<file path="config.mk">
export PLATFORM = sky130hd
export DESIGN_NAME = pe_window_sched
export DESIGN_NICKNAME = d
export VERILOG_FILES = /design/src/rtl/pe_window_sched.sv
export SDC_FILE = /design/constraint.sdc
export NUM_CORES = 1
export LEC_CHECK = 0
export CORE_MARGIN = 1.5
export CORE_UTILIZATION = 55
export DETAILED_ROUTE_END_ITERATION = 8
export GPL_TIMING_DRIVEN = 0
export HOLD_SLACK_MARGIN = 0.05
export PLACE_DENSITY = 0.75
export SLEW_MARGIN = 20
export SYNTH_ARGS = -nofsm -noshare
export SYNTH_HDL_FRONTEND = slang
export SYNTH_SLANG_ARGS = --single-unit
</file>
<file path="constraint.sdc">
create_clock -name clk_cal -period 6.7 [get_ports clk_cal]
set_input_delay 1.34 -clock clk_cal [delete_from_list [all_inputs] [get_ports clk_cal]]
set_output_delay 1.34 -clock clk_cal [all_outputs]
set_load 0.03 [all_outputs]
</file>
<file path="src/rtl/pe_window_sched.sv">
// pe_window_sched: issues one input-map and one weight read per cycle for a KxK, ICH-channel
// valid convolution, delays the PE valid to match buffer latency, and stores each PE result.
module pe_window_sched #(
    parameter int K       = 5,
    parameter int ICH     = 1,
    parameter int IN_W    = 32,
    parameter int OUT_W   = 28,
    parameter int IMAP_AW = 10,
    parameter int W_AW    = 5,
    parameter int OMAP_AW = 10
) (
    input  logic               clk_cal,
    input  logic               rst_cal,
    input  logic               start,
    input  logic               hold,
    output logic               busy,
    output logic               done,
    output logic               rd_en,
    output logic [IMAP_AW-1:0] imap_addr,
    output logic [W_AW-1:0]    w_addr,
    output logic               pe_imap_vld,
    output logic               pe_weight_vld,
    input  logic [7:0]         pe_omap,
    input  logic               pe_omap_vld,
    output logic               obuf_we,
    output logic [OMAP_AW-1:0] obuf_addr,
    output logic [7:0]         obuf_data
);

    // state | meaning
    // IDLE  | waiting for start
    // RUN   | one read issued per cycle unless hold
    // DRAIN | last read's data reaches the PE
    // DONE  | done pulse, back to IDLE next cycle
    typedef enum logic [1:0] {
        S_IDLE  = 2'd0,
        S_RUN   = 2'd1,
        S_DRAIN = 2'd2,
        S_DONE  = 2'd3
    } state_e;

    localparam int CW = 16;
    localparam logic [CW-1:0]      K_LAST   = CW'(K - 1);
    localparam logic [CW-1:0]      CH_LAST  = CW'(ICH - 1);
    localparam logic [CW-1:0]      O_LAST   = CW'(OUT_W - 1);
    localparam logic [IMAP_AW-1:0] ROW_STEP = IMAP_AW'(IN_W);
    localparam logic [IMAP_AW-1:0] CH_STEP  = IMAP_AW'(IN_W * IN_W);

    state_e state_q, state_d;

    logic [CW-1:0]      kx_q, kx_d;
    logic [CW-1:0]      ky_q, ky_d;
    logic [CW-1:0]      ch_q, ch_d;
    logic [CW-1:0]      ox_q, ox_d;
    logic [CW-1:0]      oy_q, oy_d;
    logic [IMAP_AW-1:0] rowoff_q, rowoff_d;
    logic [IMAP_AW-1:0] chbase_q, chbase_d;
    logic [IMAP_AW-1:0] oybase_q, oybase_d;
    logic [W_AW-1:0]    w_addr_q, w_addr_d;

    logic               pe_vld_q;
    logic               obuf_we_q;
    logic [OMAP_AW-1:0] obuf_addr_q;
    logic [OMAP_AW-1:0] wcnt_q;
    logic [7:0]         obuf_data_q;

    logic start_acc;
    logic issue;
    logic kx_wrap, ky_wrap, pix_wrap, row_wrap, map_wrap;
    logic capture;

    assign start_acc = (state_q == S_IDLE) && start;
    assign issue     = (state_q == S_RUN) && !hold;

    // Wrap chain: each level only rolls over when every inner level rolls over too.
    assign kx_wrap  = (kx_q == K_LAST);
    assign ky_wrap  = kx_wrap && (ky_q == K_LAST);
    assign pix_wrap = ky_wrap && (ch_q == CH_LAST);
    assign row_wrap = pix_wrap && (ox_q == O_LAST);
    assign map_wrap = row_wrap && (oy_q == O_LAST);

    always_comb begin
        state_d = state_q;
        busy    = 1'b1;
        done    = 1'b0;
        rd_en   = 1'b0;
        case (state_q)
            S_IDLE: begin
                busy = 1'b0;
                if (start) begin
                    state_d = S_RUN;
                end
            end
            S_RUN: begin
                rd_en = !hold;
                if (issue && map_wrap) begin
                    state_d = S_DRAIN;
                end
            end
            S_DRAIN: begin
                state_d = S_DONE;
            end
            S_DONE: begin
                done    = 1'b1;
                state_d = S_IDLE;
            end
            default: begin
                state_d = S_IDLE;
            end
        endcase
    end

    always_comb begin
        kx_d     = kx_q;
        ky_d     = ky_q;
        ch_d     = ch_q;
        ox_d     = ox_q;
        oy_d     = oy_q;
        rowoff_d = rowoff_q;
        chbase_d = chbase_q;
        oybase_d = oybase_q;
        w_addr_d = w_addr_q;
        if (start_acc) begin
            kx_d     = '0;
            ky_d     = '0;
            ch_d     = '0;
            ox_d     = '0;
            oy_d     = '0;
            rowoff_d = '0;
            chbase_d = '0;
            oybase_d = '0;
            w_addr_d = '0;
        end else if (issue) begin
            kx_d     = kx_wrap ? '0 : kx_q + 1'b1;
            w_addr_d = pix_wrap ? '0 : w_addr_q + 1'b1;
            if (kx_wrap) begin
                ky_d     = ky_wrap ? '0 : ky_q + 1'b1;
                rowoff_d = ky_wrap ? '0 : rowoff_q + ROW_STEP;
            end
            if (ky_wrap) begin
                ch_d     = pix_wrap ? '0 : ch_q + 1'b1;
                chbase_d = pix_wrap ? '0 : chbase_q + CH_STEP;
            end
            if (pix_wrap) begin
                ox_d = row_wrap ? '0 : ox_q + 1'b1;
            end
            if (row_wrap) begin
                oy_d     = map_wrap ? '0 : oy_q + 1'b1;
                oybase_d = map_wrap ? '0 : oybase_q + ROW_STEP;
            end
        end
    end

    always_ff @(posedge clk_cal or posedge rst_cal) begin
        if (rst_cal) begin
            state_q  <= S_IDLE;
            kx_q     <= '0;
            ky_q     <= '0;
            ch_q     <= '0;
            ox_q     <= '0;
            oy_q     <= '0;
            rowoff_q <= '0;
            chbase_q <= '0;
            oybase_q <= '0;
            w_addr_q <= '0;
        end else begin
            state_q  <= state_d;
            kx_q     <= kx_d;
            ky_q     <= ky_d;
            ch_q     <= ch_d;
            ox_q     <= ox_d;
            oy_q     <= oy_d;
            rowoff_q <= rowoff_d;
            chbase_q <= chbase_d;
            oybase_q <= oybase_d;
            w_addr_q <= w_addr_d;
        end
    end

    // A PE result is only trusted while our own valid is presented; the final write of a
    // map therefore lands in the cycle that carries the done pulse.
    assign capture = pe_vld_q && pe_omap_vld;

    always_ff @(posedge clk_cal or posedge rst_cal) begin
        if (rst_cal) begin
            pe_vld_q    <= 1'b0;
            obuf_we_q   <= 1'b0;
            obuf_addr_q <= '0;
            obuf_data_q <= '0;
            wcnt_q      <= '0;
        end else begin
            pe_vld_q  <= rd_en;
            obuf_we_q <= capture;
            if (capture) begin
                obuf_data_q <= pe_omap;
                obuf_addr_q <= wcnt_q;
                wcnt_q      <= wcnt_q + 1'b1;
            end else if (start_acc) begin
                obuf_addr_q <= '0;
                wcnt_q      <= '0;
            end
        end
    end

    assign imap_addr     = chbase_q + oybase_q + rowoff_q + IMAP_AW'(ox_q) + IMAP_AW'(kx_q);
    assign w_addr        = w_addr_q;
    assign pe_imap_vld   = pe_vld_q;
    assign pe_weight_vld = pe_vld_q;
    assign obuf_we       = obuf_we_q;
    assign obuf_addr     = obuf_addr_q;
    assign obuf_data     = obuf_data_q;

endmodule

</file>
==> results.md <==
- VDD IR max: 0.216 mV
- Met2 usage: 47.6%
- Drt pass-1 iters: 6
- Setup violators final: 0
- Seq/Total Area, Yosys: 41.9%
- Post-DP HPWL: 13.8 mm
- I/O Pins: 52
- Die width: 120 um
- Htree depth: 4
- DRT iter0 DRCs: 757
- Final WL: 20.0 mm
- Critical path fanouts, max: 8
- Post-synth EDFFs: 0
- DRC: 0
- CP max-delay cell: clkdlybuf4s50_1
- Hold Worst Slack: 474 ps
- RSZ-0062 raised after global routing: false
- DR WL/cell: 18.5 um
- Syn nets: 873
- Post-CTS sizing: 0
- Clk Latency, worst-skew pair: 420 ps
- Hold Buf Count CTS: 0
- CTS tree: done
- Final nets: 944
- Inserted Clock Buffers: 17
- Clock root buffer: clkbuf_16
- CTS Sinks: 127
- Post-route minimum period: 5390 ps
- Wire length of the first global-routing pass: 33.7 mm
- Worst Clk Skew: 8.43 ps
- Crit end category: primary output
- Antenna cells: 0
- GRT Max-Usage Layer: met2
- Port buffer count: 51
- Worst Path Required: 5360 ps
- #FFs+latches synth: 127
- Worst slew margin: 36.8%
- Post-Place Worst Slack: 1620 ps
- Clk buf depth: 2
- Status: finished clean
- Worst setup SP type: flop
- Congestion Overflow GR: 0
- Critical Path Max Stage Delay: 710 ps
- Syn avg cell area: 9.26 sq um
- Area delta synth->final: 19.4%
- CP arrival: 4050 ps
- Die Area: 14,500 sq um
- Post-route ant nets: 0
- Final Cycle Share: 80.4%
- HP Class: reg2reg
- Core Region: 13,300 sq um
- DIE HEIGHT: 120 um
- Number of global-route vias before repair: 6,751
- Via Count: 6,876
- Netlist Area Pre-Place: 7580 sq um
- Max_cap viols: 0
- Dominant synthesized flop cell: dfrtp_1
- Row count: 42
- Max Slew Vio Count: 0
- GRT Util Overall: 29.2%
- RePlAce Congestion: 0.944
- Post-synthesis cell count: 818
- Cells along the critical path: clkbuf_1, inv_1, fa_1, fa_1, inv_1, ha_1, nand2_1, o21ai_0, o41ai_1, xnor2_1, clkdlybuf4s50_1
- Post-CTS setup buffers: 0
- Layout cells sized above 1: 7.10%
- Synth cell types: 66
- Hold Fails Final Rpt: 0
- Synth warn: 0
- Initial Util: 56.8%
- Final worst slack: 1310 ps
- Crit Path Class: reg2out
- Largest net degree at the start of global routing: 97
- Fmax achieved: 0.186 GHz
- Met3 Usage GRT: 5.80%
- Fin Setup TNS: 0 ps
- Worst Max-Slew Pin Slew: 938 ps
- Via/cell ratio: 6.38
- Reg clk slew, reported paths: 60 ps
- Post-synth ARST share: 100%
- M1 GR Usage: 39.1%
- Initial antenna violation count: 0
- Lkg Pwr: 3.73 nW
- Pwr/cell area: 311 nW/um^2
-- synth_stat cells, types with 3 or more instances --
| cell type | instances | share of area [%] |
|---|---|---|
| and3_1 | 10 | 0.83 |
| o211ai_1 | 25 | 2.5 |
| nor3b_1 | 5 | 0.50 |
| a31oi_1 | 15 | 1.2 |
| nand4_1 | 25 | 2.1 |
| nor4bb_1 | 3 | 0.40 |
| mux2i_1 | 10 | 1.3 |
| or2_2 | 5 | 0.41 |
| a22o_1 | 13 | 1.5 |
| o2111ai_1 | 3 | 0.35 |
| nor3_1 | 16 | 1.1 |
| inv_1 | 46 | 2.3 |
| nor4_1 | 18 | 1.5 |
| nand3_1 | 49 | 3.2 |
| ha_1 | 33 | 5.4 |
| fa_1 | 9 | 2.4 |
| or4_1 | 21 | 2.1 |
| o31ai_1 | 24 | 2.4 |
| nand4b_1 | 3 | 0.35 |
| and4_1 | 4 | 0.46 |
| xor2_1 | 11 | 1.3 |
| buf_2 | 6 | 0.40 |
| nand2b_1 | 7 | 0.58 |
| o311ai_0 | 6 | 0.69 |
| o21ai_0 | 50 | 3.3 |
| nand3b_1 | 3 | 0.30 |
| xnor2_1 | 13 | 1.5 |
| or3_1 | 15 | 1.2 |
| and2_1 | 5 | 0.41 |
| nor2_1 | 37 | 1.8 |
| nand2_1 | 86 | 4.3 |
| dfrtp_1 | 127 | 42 |
| a21oi_1 | 44 | 2.9 |
| clkbuf_1 | 31 | 1.5 |
-- final timing paths --
check                        startpoint            to  slack (ps)  depth (start not counted)
max in group asynchronous       rst_cal       oy_q[2]        4690                          3
setup / recovery                ox_q[6]  imap_addr[9]        1310                         11
min in group asynchronous       rst_cal  obuf_data[2]        1270                          2
setup reg to reg             state_q[1]       ky_q[9]        3630                         10
hold reg to reg            obuf_data[2]  obuf_data[2]         470                          2
hold / removal             obuf_data[2]  obuf_data[2]         470                          2
-- per-stage QoR --
stage	instances	total power, W	util [%]	area, sq um
after floorplan	818	0.00143	-	7580
after global placement	1045	0.00169	62.2	8310
after detailed placement	1046	0.00172	62.6	8350
after CTS	1078	0.00283	67.8	9050
after global routing	1078	0.00294	67.8	9050
final	1078	0.00282	67.8	9050
-- cells by family (layout without fill, tap and decap cells) --
logic type / after synthesis / in the layout / share of synthesized area [%]
adders and majority gates: 42 / 42 / 7.83
xor gates and xnor gates: 24 / 24 / 2.77
DFF: 127 / 127 / 41.9
other: 1 / 1 / 0.0495
buffers and inverters: 87 / 171 / 4.56
and+or+nand+nor: 326 / 326 / 24.1
AOI/OAI and AO/OA: 200 / 200 / 17.3
muxes: 11 / 11 / 1.47
-- cell usage in the layout, fill, tap and decap left out, types with 31 or more instances in the layout --
cell type,instances
inv_1,45
clkdlybuf4s50_1,51
nand3_1,49
dfrtp_1,127
clkbuf_1,31
nand2_1,86
ha_1,33
o21ai_0,50
nor2_1,37
a21oi_1,44
-- per-layer routing --
metal	wire length [um]	share of wire (%)	vias up
met1	8820	44	3405
met3	1080	5.4	32
met4	356	1.8	0
li1	-	-	3189
met2	9730	49	250
met5	0	0	-
-- report_power, final --
part	total (W)	internal, W	switching (W)	leakage, nW
Sequential	0.000908	0.000838	0.0000691	1.72
Clock	0.00110	0.000745	0.000355	0.336
Combinational	0.000810	0.000284	0.000526	1.67
Total	0.00282	0.00187	0.000951	3.73
-- sequential cells by signal, summed over array words and instances (netlist names) --
register	flops
wcnt_q	10
state_q	2
rowoff_q	5
obuf_we	1
obuf_addr	10
ky_q	16
w_addr	5
ox_q	16
obuf_data	8
oy_q	16
pe_imap_vld	1
kx_q	16
oybase_q	5
ch_q	16
-- critical path: cells and delay by family, from the launching register on --
kind	cells	cell delay, ps
flops	1	320
xor+xnor	1	200
compound gates	2	500
buf+inv	4	1170
fa+ha+maj	3	1360
simple gates	1	80
-- area by class of cell --
class	count	area, sq um
Clock buffer	18	439
Timing Repair Buffer	52	538
Inverter	46	180
Clock inverter	14	262
Fill cell	1013	4300
Buffer	41	173
Tap cell	176	220
Multi-Input combinational cell	604	4060
Sequential cell	127	3180
Power figures use the tool's default switching activity.
